## src/rtl/adc_pkg.sv

```systemverilog
// Shared definitions for the multi-channel serial ADC receiver: FSM encoding,
// default frame format and counter-width helpers.
package adc_pkg;

    typedef enum logic [1:0] {
        ST_IDLE  = 2'd0,
        ST_CONV  = 2'd1,
        ST_QUIET = 2'd2
    } adc_state_e;

    localparam int DEF_LEAD_BITS = 4;
    localparam int DEF_DATA_W    = 12;

    function automatic int frame_bits(input int lead_bits, input int data_w);
        return lead_bits + data_w;
    endfunction

    // Width of a counter that must hold 0..n-1.
    function automatic int cnt_w(input int n);
        return (n <= 2) ? 1 : $clog2(n);
    endfunction

endpackage

```

## src/rtl/adc_sclk_gen.sv

```systemverilog
// SCLK divider: toggles sclk every CLK_DIV cycles while enabled, parks it high
// when disabled, and flags the cycle before each rising/falling edge.
module adc_sclk_gen
    import adc_pkg::*;
#(
    parameter int CLK_DIV = 4
) (
    input  logic clk,
    input  logic rst,
    input  logic en,
    output logic sclk,
    output logic rise_tick,
    output logic fall_tick
);

    localparam int DIV_W = cnt_w(CLK_DIV);

    logic [DIV_W-1:0] div_cnt;
    logic             wrap;

    assign wrap      = en && (div_cnt == DIV_W'(CLK_DIV - 1));
    assign rise_tick = wrap && !sclk;
    assign fall_tick = wrap && sclk;

    always_ff @(posedge clk) begin
        if (rst || !en) begin
            div_cnt <= '0;
            sclk    <= 1'b1;
        end else if (wrap) begin
            div_cnt <= '0;
            sclk    <= ~sclk;
        end else begin
            div_cnt <= div_cnt + DIV_W'(1);
        end
    end

endmodule

```

## src/rtl/adc_serial_rx_multi.sv

```systemverilog
// Multi-channel serial ADC capture with valid/ready output and sticky overrun.
// Define ADC_AVG_EN to average 2^AVG_LOG2 frames per delivered sample set.
module adc_serial_rx_multi
    import adc_pkg::*;
#(
    parameter int DATA_W    = DEF_DATA_W,
    parameter int LEAD_BITS = DEF_LEAD_BITS,
    parameter int CHANNELS  = 2,
    parameter int CLK_DIV   = 4,
    parameter int QUIET_CYC = 4,
    parameter int AVG_LOG2  = 2
) (
    input  logic                         clk,
    input  logic                         rst,
    input  logic                         start,
    input  logic                         cont_en,
    input  logic [CHANNELS-1:0]          sdata,
    output logic                         cs,
    output logic                         sclk,
    output logic [CHANNELS*DATA_W-1:0]   dout,
    output logic                         dout_valid,
    input  logic                         dout_ready,
    output logic                         busy,
    output logic                         overrun,
    input  logic                         ovr_clr
);

    localparam int FRAME_BITS = frame_bits(LEAD_BITS, DATA_W);
    localparam int BIT_W      = cnt_w(FRAME_BITS);
    localparam int QW         = cnt_w(QUIET_CYC);
    localparam int ACC_W      = DATA_W + AVG_LOG2;

    function automatic logic [DATA_W-1:0] avg_trunc(input logic [ACC_W-1:0] sum);
        return DATA_W'(sum >> AVG_LOG2);
    endfunction

    adc_state_e state_q, state_d;

    logic [BIT_W-1:0]          bit_cnt;
    logic [QW-1:0]             quiet_cnt;
    logic                      sclk_en;
    logic                      rise_tick;
    logic                      fall_tick_unused;
    logic                      last_rise;
    logic                      quiet_last;
    logic                      done_p1;
    logic [DATA_W-1:0]         shreg_p0 [CHANNELS];
    logic [CHANNELS*DATA_W-1:0] frame_word;
    logic [CHANNELS*DATA_W-1:0] load_word;
    logic                      load;

    adc_sclk_gen #(.CLK_DIV(CLK_DIV)) u_sclk_gen (
        .clk       (clk),
        .rst       (rst),
        .en        (sclk_en),
        .sclk      (sclk),
        .rise_tick (rise_tick),
        .fall_tick (fall_tick_unused)
    );

    assign last_rise  = rise_tick && (bit_cnt == BIT_W'(FRAME_BITS - 1));
    assign quiet_last = (quiet_cnt == QW'(QUIET_CYC - 1));

    always_ff @(posedge clk) begin
        if (rst) state_q <= ST_IDLE;
        else     state_q <= state_d;
    end

    always_comb begin
        state_d = state_q;
        case (state_q)
            ST_IDLE:  if (start || cont_en) state_d = ST_CONV;
            ST_CONV:  if (last_rise) state_d = ST_QUIET;
            ST_QUIET: if (quiet_last) state_d = cont_en ? ST_CONV : ST_IDLE;
            default:  state_d = ST_IDLE;
        endcase
    end

    always_comb begin
        cs      = (state_q != ST_CONV);
        sclk_en = (state_q == ST_CONV);
        busy    = (state_q != ST_IDLE);
    end

    always_ff @(posedge clk) begin
        if (rst) begin
            bit_cnt   <= '0;
            quiet_cnt <= '0;
            done_p1   <= 1'b0;
        end else begin
            done_p1 <= last_rise;
            if (state_q != ST_CONV)  bit_cnt <= '0;
            else if (rise_tick)      bit_cnt <= bit_cnt + BIT_W'(1);
            if (state_q == ST_QUIET && !quiet_last) quiet_cnt <= quiet_cnt + QW'(1);
            else                                    quiet_cnt <= '0;
        end
    end

    // Stage p0: serial capture; leading bits fall off the top of the register.
    always_ff @(posedge clk) begin
        if (rise_tick) begin
            for (int k = 0; k < CHANNELS; k++)
                shreg_p0[k] <= {shreg_p0[k][DATA_W-2:0], sdata[k]};
        end
    end

    always_comb begin
        frame_word = '0;
        for (int k = 0; k < CHANNELS; k++)
            frame_word[k*DATA_W +: DATA_W] = shreg_p0[k];
    end

`ifdef ADC_AVG_EN
    logic [ACC_W-1:0]    acc [CHANNELS];
    logic [AVG_LOG2-1:0] avg_cnt;
    logic                avg_start;

    assign avg_start = (state_q == ST_IDLE) && (state_d == ST_CONV);
    assign load      = done_p1 && (&avg_cnt);

    always_ff @(posedge clk) begin
        if (rst || avg_start) begin
            avg_cnt <= '0;
            for (int k = 0; k < CHANNELS; k++) acc[k] <= '0;
        end else if (done_p1) begin
            avg_cnt <= avg_cnt + AVG_LOG2'(1);
            for (int k = 0; k < CHANNELS; k++)
                acc[k] <= (&avg_cnt) ? '0 : acc[k] + ACC_W'(frame_word[k*DATA_W +: DATA_W]);
        end
    end

    always_comb begin
        load_word = '0;
        for (int k = 0; k < CHANNELS; k++)
            load_word[k*DATA_W +: DATA_W] =
                avg_trunc(acc[k] + ACC_W'(frame_word[k*DATA_W +: DATA_W]));
    end
`else
    assign load      = done_p1;
    assign load_word = frame_word;
`endif

    // Stage p1: output register; a completing frame always wins over a consume.
    always_ff @(posedge clk) begin
        if (rst) begin
            dout       <= '0;
            dout_valid <= 1'b0;
            overrun    <= 1'b0;
        end else begin
            if (load) begin
                dout       <= load_word;
                dout_valid <= 1'b1;
            end else if (dout_valid && dout_ready) begin
                dout_valid <= 1'b0;
            end
            if (load && dout_valid && !dout_ready) overrun <= 1'b1;
            else if (ovr_clr)                      overrun <= 1'b0;
        end
    end

endmodule

```

## config.mk

```make
export PLATFORM = sky130hd
export DESIGN_NAME = adc_serial_rx_multi
export DESIGN_NICKNAME = d
export VERILOG_FILES = /design/src/rtl/adc_pkg.sv /design/src/rtl/adc_sclk_gen.sv /design/src/rtl/adc_serial_rx_multi.sv
export SDC_FILE = /design/constraint.sdc
export NUM_CORES = 1
export LEC_CHECK = 0
export ABC_AREA = 0
export CAP_MARGIN = 5
export CORE_MARGIN = 2
export CORE_UTILIZATION = 55
export CTS_CLUSTER_SIZE = 10
export DETAILED_ROUTE_END_ITERATION = 10
export HOLD_SLACK_MARGIN = 0.08
export MAX_ROUTING_LAYER = met4
export PLACE_DENSITY = 0.79
export SETUP_SLACK_MARGIN = 0.15
export SLEW_MARGIN = 10
export SYNTH_ARGS = -nofsm -noshare
export SYNTH_HDL_FRONTEND = slang
export SYNTH_SLANG_ARGS = --single-unit
```

## constraint.sdc

```tcl
create_clock -name clk -period 3.1 [get_ports clk]
set_clock_uncertainty 0.15 [all_clocks]
set_input_delay 0.62 -clock clk [delete_from_list [all_inputs] [get_ports clk]]
set_output_delay 0.62 -clock clk [all_outputs]
set_load 0.02 [all_outputs]
```

==> impl_results.md, run 1 <==
- Top cell type's share of synthesized area: 35.8%
- Dominant cells by area after synthesis: dfxtp_1, edfxtp_1, mux2i_1
- Type of element capturing the critical path: primary output
- IO Port Bufs: 36
- Number of non-filler instances in the completed layout: 256
- Standby leakage power: 0.919 nW
- Power density over the cells: 567 mW/mm^2
- 1st-iter DRT viols: 61
- Number of max-cap violations: 0
- Routability congestion estimate: 0.742
- Number of top-level pins: 37
- Asr flop ratio synth: 0%
- Synthesized-area fraction occupied by xor and xnor cells: 0.824%
- Share of the synthesized area in compound gates (AO/OA/AOI/OAI): 2.30%
- Post-detailed-placement half-perimeter wirelength: 2430 um
- Post-synthesis register bit count: 62
- Maximum fanout encountered on the critical timing path: 4
- Count of hold buffers inserted by post-cts repair: 0
- Total congestion overflow after global routing: 0
- Total Negative Setup Slacks: 0 ns
- Fin util: 73.2%
- Effective utilization at floorplan: 57.6%
- Highest achievable clock rate: 0.434 GHz
- Run status: completed
- Type of element launching the critical path: register
- Launch point of the worst hold path: u_sclk_gen.div_cnt[0]
- Layout area overhead: 27.1%
- Origin of the worst setup path: state_q[0]
- TritonRoute pass-1 iters: 3
- Die X-Extent: 66.2 um
- Wire length of the first global-routing pass: 6200 um
- Setup violations, final: 0
- Share of layout cells above drive strength 1: 9.13%
- Number of antenna violations at the first check in global routing: 0
- Post-cts repair resize count: 0
- Series of cell instances along the critical path: or2_2 > clkdlybuf4s50_1
- Ys flop type: dfxtp_1
- Worst endpoint required time: 2.33 ns
- Count of flip-flops with a built-in enable after synthesis: 24
- Slowest-stage cell, CP: clkdlybuf4s50_1
- Core region area: 0.00369 mm^2
- DR DRC count: 0
- Routed WL per cell: 14.2 um
- Number of placement rows: 22
- CTS Buffer Depth: 2
- Synthesis Warnings: 0
- Per-cell via count in the routed design: 5.13
- Most frequent cells after synthesis: dfxtp_1, nor2_1, edfxtp_1, mux2i_1
- Post-synthesis net count: 172
- Area of the die: 0.00438 mm^2
- Sinks on Clock Net: 62
- Most numerous cell in the Yosys netlist: dfxtp_1
- Power after layout: 1.53 mW
- Number of global-route vias before repair: 1368
- Share of synthesized area spent on multiplexers: 11.3%
- Combined area of all synthesized cells: 0.00212 mm^2
- Residual antenna-violating net count after detailed routing: 0
- Largest vdd supply drop: 0.401 mV
- Final WL: 3630 um
- Part of the Yosys area used for sequential elements: 69.7%
- Fraction of the mapped netlist area in adder cells: 1.77%
- Simple logic cell fraction of the synthesized area: 11.7%
- Max Transition Viols Final: 0
- Number of buffers created by CTS: 9
- Final antenna diode count: 0
- Period Utilization, post-route: 74.2%
- Floorplan die height: 66.2 um
- Buffer type at the clock tree root: clkbuf_8
- Avg Inst Size Synth: 13.2 um^2
- Later-pin clock latency in the skew report: 0.33 ns
- Cell type with the highest aggregate area in the netlist: dfxtp_1
- Reg clk slew, reported paths: 0.06 ns
- Post-Syn Instances: 161
- Placed Cells: 240
- Tightest Pin Transition: 0.604 ns
- Via Count: 1312
- Number of different library cells in the post-synthesis netlist: 27
- Number of failing hold endpoints at the final stage: 0
- Maximum number of pins on one net before global-route repair: 28
- Worst hold path type: register to register
- TritonCTS clock tree: yes
- CP Data Arrival Time: 1.53 ns
- WS Path Type: register to primary output
- Gr usage total: 20.5%
- Largest family of logic cells by synthesized area: simple AND/OR/NAND/NOR gates
- Unrepaired setup endpoints after global routing: false
- Crit Reg-Reg Startpoint: u_sclk_gen.div_cnt[0]
- Crit path largest cell delay: 0.53 ns
- Setup Buffers After CTS: 0
- Min Tclk post-route: 2.30 ns
- Rel. slew slack: 59.6%
- Total number of nets in the final design: 214
- Number of levels in the clock H-tree: 3
[cells by family (layout without fill, tap and decap cells)]
kind of cell             after synthesis  after routing
multiplexers                          24             24
buffers and inverters                 10             57
XOR/XNOR                               2              2
AND/OR/NAND/NOR                       51             51
flip-flops                            62             62
adder cells (fa/ha/maj)                3              3
AO/OA/AOI/OAI                          9              9
[flip-flops by register name, indices dropped and copies added, names as in the netlist]
signal,flops
quiet_cnt,2
dout_valid,1
done_p1,1
overrun,1
bit_cnt,4
shreg_p0,24
dout,24
u_sclk_gen.div_cnt,2
u_sclk_gen.sclk,1
state_q,2
[per-stage QoR]
step	hold WS, ns	worst slack, ns	cell area [um^2]
after floorplan	0.249	1.36	2120
after global placement	0.258	0.905	2520
after detailed placement	0.272	0.792	2520
after CTS	0.281	0.773	2700
after global routing	0.308	0.732	2700
final	0.280	0.798	2700
[per-layer routing]
layer / part of all wire (%) / track usage (%)
met3: 5.4 / 8.01
met4: 2.6 / 10.7
met1: 42 / 22.3
met5: 0 / -
met2: 50 / 32.4
[layout make-up]
type | instances | area, um^2
flip-flops and latches | 62 | 1480
fillers | 255 | 988
multi-input cells | 89 | 592
repair buffers | 38 | 375
clock buffers | 10 | 128
well taps | 48 | 60.1
clock inverters | 6 | 52.6
inverters | 3 | 11.3
[layout by cell type (no fill, tap or decap)]
cell and n:
clkdlybuf4s50_1 36, or2_1 1, dfxtp_1 38, nand4_1 1
nand3_1 1, inv_2 1, mux2i_1 24, clkbuf_8 9
a22o_1 1, bufinv_16 1, or3_1 2, nand2b_2 1
a21oi_1 4, nand2_1 4, inv_1 2, xnor2_1 2
nor3b_1 1, buf_4 2, clkinv_1 2, or2_2 1
o21ai_0 4, nand3b_1 1, clkbuf_1 1, nor2_1 34
edfxtp_1 24, ha_1 3, nor2b_1 2, clkinv_2 3
nand4bb_4 1, nor3_1 1
[where the power goes]
| part | internal (mW) | switching [mW] |
|---|---|---|
| combinational | 0.0214 | 0.0209 |
| clock | 0.361 | 0.278 |
| sequential | 0.844 | 0.00429 |
| total | 1.23 | 0.303 |
[worst paths after layout]
path                                               to  slack, ns  cells past startpoint
worst max-delay path                             busy       0.80                      2
worst min-delay path            u_sclk_gen.div_cnt[0]       0.28                      1
worst max register to register             state_q[0]       1.11                      5
worst min register to register  u_sclk_gen.div_cnt[0]       0.28                      1
[worst max-delay path: cells and delay by family (launching register included)]
kind	cells	cell delay, ns
buffers and inverters	1	0.53
DFF	1	0.36
and+or+nand+nor	1	0.30
Note: power is estimated with default switching activity, not from simulation.
==> run 2: changes to the inputs <==
- CORE_UTILIZATION: 55 -> 46
- PLACE_DENSITY: 0.79 -> 0.7
- clock period: 3.1 -> 1.9 ns (I/O delays scaled with it)
==> run 2 against run 1 <==
Against the previous run: clock power up 45%; non-clock buffer count up 4; setup slack worse by 0.58 ns; largest cell class unchanged; largest power group unchanged.
==> impl_results.md, run 2 (same netlist as run 1, synthesis figures left out) <==
- Number of levels in the clock H-tree: 3 (unchanged)
- R2r setup slk: 0.27 ns (was 1.11 ns)
- Min Tclk post-route: 1.68 ns
- Rel. slew slack: 80.1% (was 59.6%)
- Worst endpoint required time: 1.37 ns (was 2.33 ns)
- TritonRoute pass-1 iters: 4 (was 3)
- Number of global-route vias before repair: 1300 (was 1368)
- Number of non-filler instances in the completed layout: 263 (was 256)
- Core region area: 0.00441 mm^2 (was 0.00369 mm^2)
- Post-detailed-placement half-perimeter wirelength: 2360 um (was 2430 um)
- Run status: completed (unchanged)
- Total congestion overflow after global routing: 0 (unchanged)
- Setup violations, final: 0 (unchanged)
- Later-pin clock latency in the skew report: 0.32 ns (was 0.33 ns)
- Via Count: 1306 (was 1312)
- Number of antenna violations at the first check in global routing: 0 (unchanged)
- Gr usage total: 15.8% (was 20.5%)
- CTS Buffer Depth: 2 (unchanged)
- Number of placement rows: 24 (was 22)
- Biggest registers after layout: dout (24), shreg_p0 (24), bit_cnt (4) (unchanged)
- Slack of the critical path: 0.221 ns (was 0.798 ns)
- Per-cell via count in the routed design: 4.97 (was 5.13)
- IO Port Bufs: 36 (unchanged)
- CP Data Arrival Time: 1.15 ns (was 1.53 ns)
- Power density over the cells: 891 mW/mm^2 (was 567 mW/mm^2)
- Worst slack at placement: 0.179 ns (was 0.792 ns)
- Count of hold buffers inserted by post-cts repair: 0 (unchanged)
- Tightest Pin Transition: 0.299 ns (was 0.604 ns)
- Share of layout cells above drive strength 1: 9.95% (was 9.13%)
- Total Negative Setup Slacks: 0 ns (unchanged)
- Sinks on Clock Net: 62 (unchanged)
- Power after layout: 2.38 mW (was 1.53 mW)
- Placed Cells: 248 (was 240)
- Final antenna diode count: 0 (unchanged)
- 1st-iter DRT viols: 44 (was 61)
- Floorplan die height: 72.0 um (was 66.2 um)
- Routed WL per cell: 13.2 um (was 14.2 um)
- Period Utilization, post-route: 88.4%
- Worst hold path type: register to register (unchanged)
- Fin util: 60.5% (was 73.2%)
- Commonest non-fill, non-tap cells in the layout: dfxtp_1, nor2_1, dlygate4sd2_1 (was dfxtp_1, clkdlybuf4s50_1, nor2_1)
- Maximum fanout encountered on the critical timing path: 5 (was 4)
- Wire length of the first global-routing pass: 5880 um (was 6200 um)
- Number of failing hold endpoints at the final stage: 0 (unchanged)
- WS Path Type: register to primary output (unchanged)
- Number of max-cap violations: 0 (unchanged)
- Type of element capturing the critical path: primary output (unchanged)
- Most common cell after layout, fill and taps aside: dfxtp_1 (unchanged)
- Slowest-stage cell, CP: dfxtp_1 (was clkdlybuf4s50_1)
- Max Transition Viols Final: 0 (unchanged)
- Final WL: 3480 um (was 3630 um)
- Sequential Area: 0.00148 mm^2 (unchanged)
- Number of top-level pins: 37 (unchanged)
- Number of buffers created by CTS: 9 (unchanged)
- Number of filler cells placed in the layout: 374 (was 255)
- Effective utilization at floorplan: 48.1% (was 57.6%)
- Total number of nets in the final design: 218 (was 214)
- Series of cell instances along the critical path: nand2b_2 > clkdlybuf4s15_1 (was or2_2 > clkdlybuf4s50_1)
- Unrepaired setup endpoints after global routing: false (unchanged)
- Residual antenna-violating net count after detailed routing: 0 (unchanged)
- Area occupied by multi-input gates: 592 um^2 (unchanged)
- Maximum number of pins on one net before global-route repair: 19 (was 28)
- Standby leakage power: 1.05 nW (was 0.919 nW)
- DR DRC count: 0 (unchanged)
- Reg clk slew, reported paths: 0.06 ns (about the same)
- Routability congestion estimate: 0.673 (was 0.742)
- Highest achievable clock rate: 0.596 GHz
- Area of the die: 0.00518 mm^2 (was 0.00438 mm^2)
- Layout area overhead: 25.8% (was 27.1%)
- Largest vdd supply drop: 0.558 mV (was 0.401 mV)
- Type of element launching the critical path: register (unchanged)
- Die X-Extent: 72.0 um (was 66.2 um)
- Crit path largest cell delay: 0.37 ns (was 0.53 ns)
- Buffer type at the clock tree root: clkbuf_8 (unchanged)
- TritonCTS clock tree: yes (unchanged)
run 2: changes by cell type in the layout (fill, tap and decap cells not counted), moves of 3 or more:
cell and change:
clkdlybuf4s50_1 -29, dlygate4sd2_1 +27, buf_4 +4, clkinv_2 -3
run 2: through the flow:
| step | area (um^2) | hold slack (ns) |
|---|---|---|
| detailed placement | 2550 | 0.273 |
| floorplan | 2120 | 0.249 |
| global route | 2670 | 0.305 |
| finish | 2670 | 0.280 |
| global placement | 2550 | 0.258 |
| CTS | 2680 | 0.283 |
run 2: metal layers:
metal	track usage, %	up-vias	wire length (um)
met5	-	-	0
met4	10.1	0	46
met3	5.56	5	160
met2	23.9	30	1690
met1	18.0	624	1590
li1	-	647	-
run 2: final timing paths:
path / start / endpoint / cells past startpoint
worst max register to register: u_sclk_gen.div_cnt[0] / bit_cnt[0] / 6
worst min-delay path: quiet_cnt[0] / quiet_cnt[0] / 1
worst min register to register: quiet_cnt[0] / quiet_cnt[0] / 1
worst max-delay path: state_q[1] / cs / 2
run 2: what timing repair did:
action	in CTS	in global routing
buffers inserted	0	0
setup endpoints to repair	29	2
resized for setup	29	3
run 2: layout make-up:
class | count | area share (%)
clock inverters | 3 | 0.421
flip-flops and latches | 62 | 55.4
inverters | 3 | 0.421
clock buffers | 12 | 5.43
repair buffers | 42 | 13.7
well taps | 52 | 2.43
multi-input cells | 89 | 22.1
run 2: critical path: cells and delay by family (launching register included):
kind          cells  cell delay, ns
simple gates      1            0.16
buf+inv           1            0.30
flops             1            0.37
run 2: report_power, final:
group / total, mW / internal [mW] / switching, mW
sequential: 1.38 / 1.38 / 0.00668
clock: 0.929 / 0.489 / 0.440
combinational: 0.0670 / 0.0315 / 0.0354
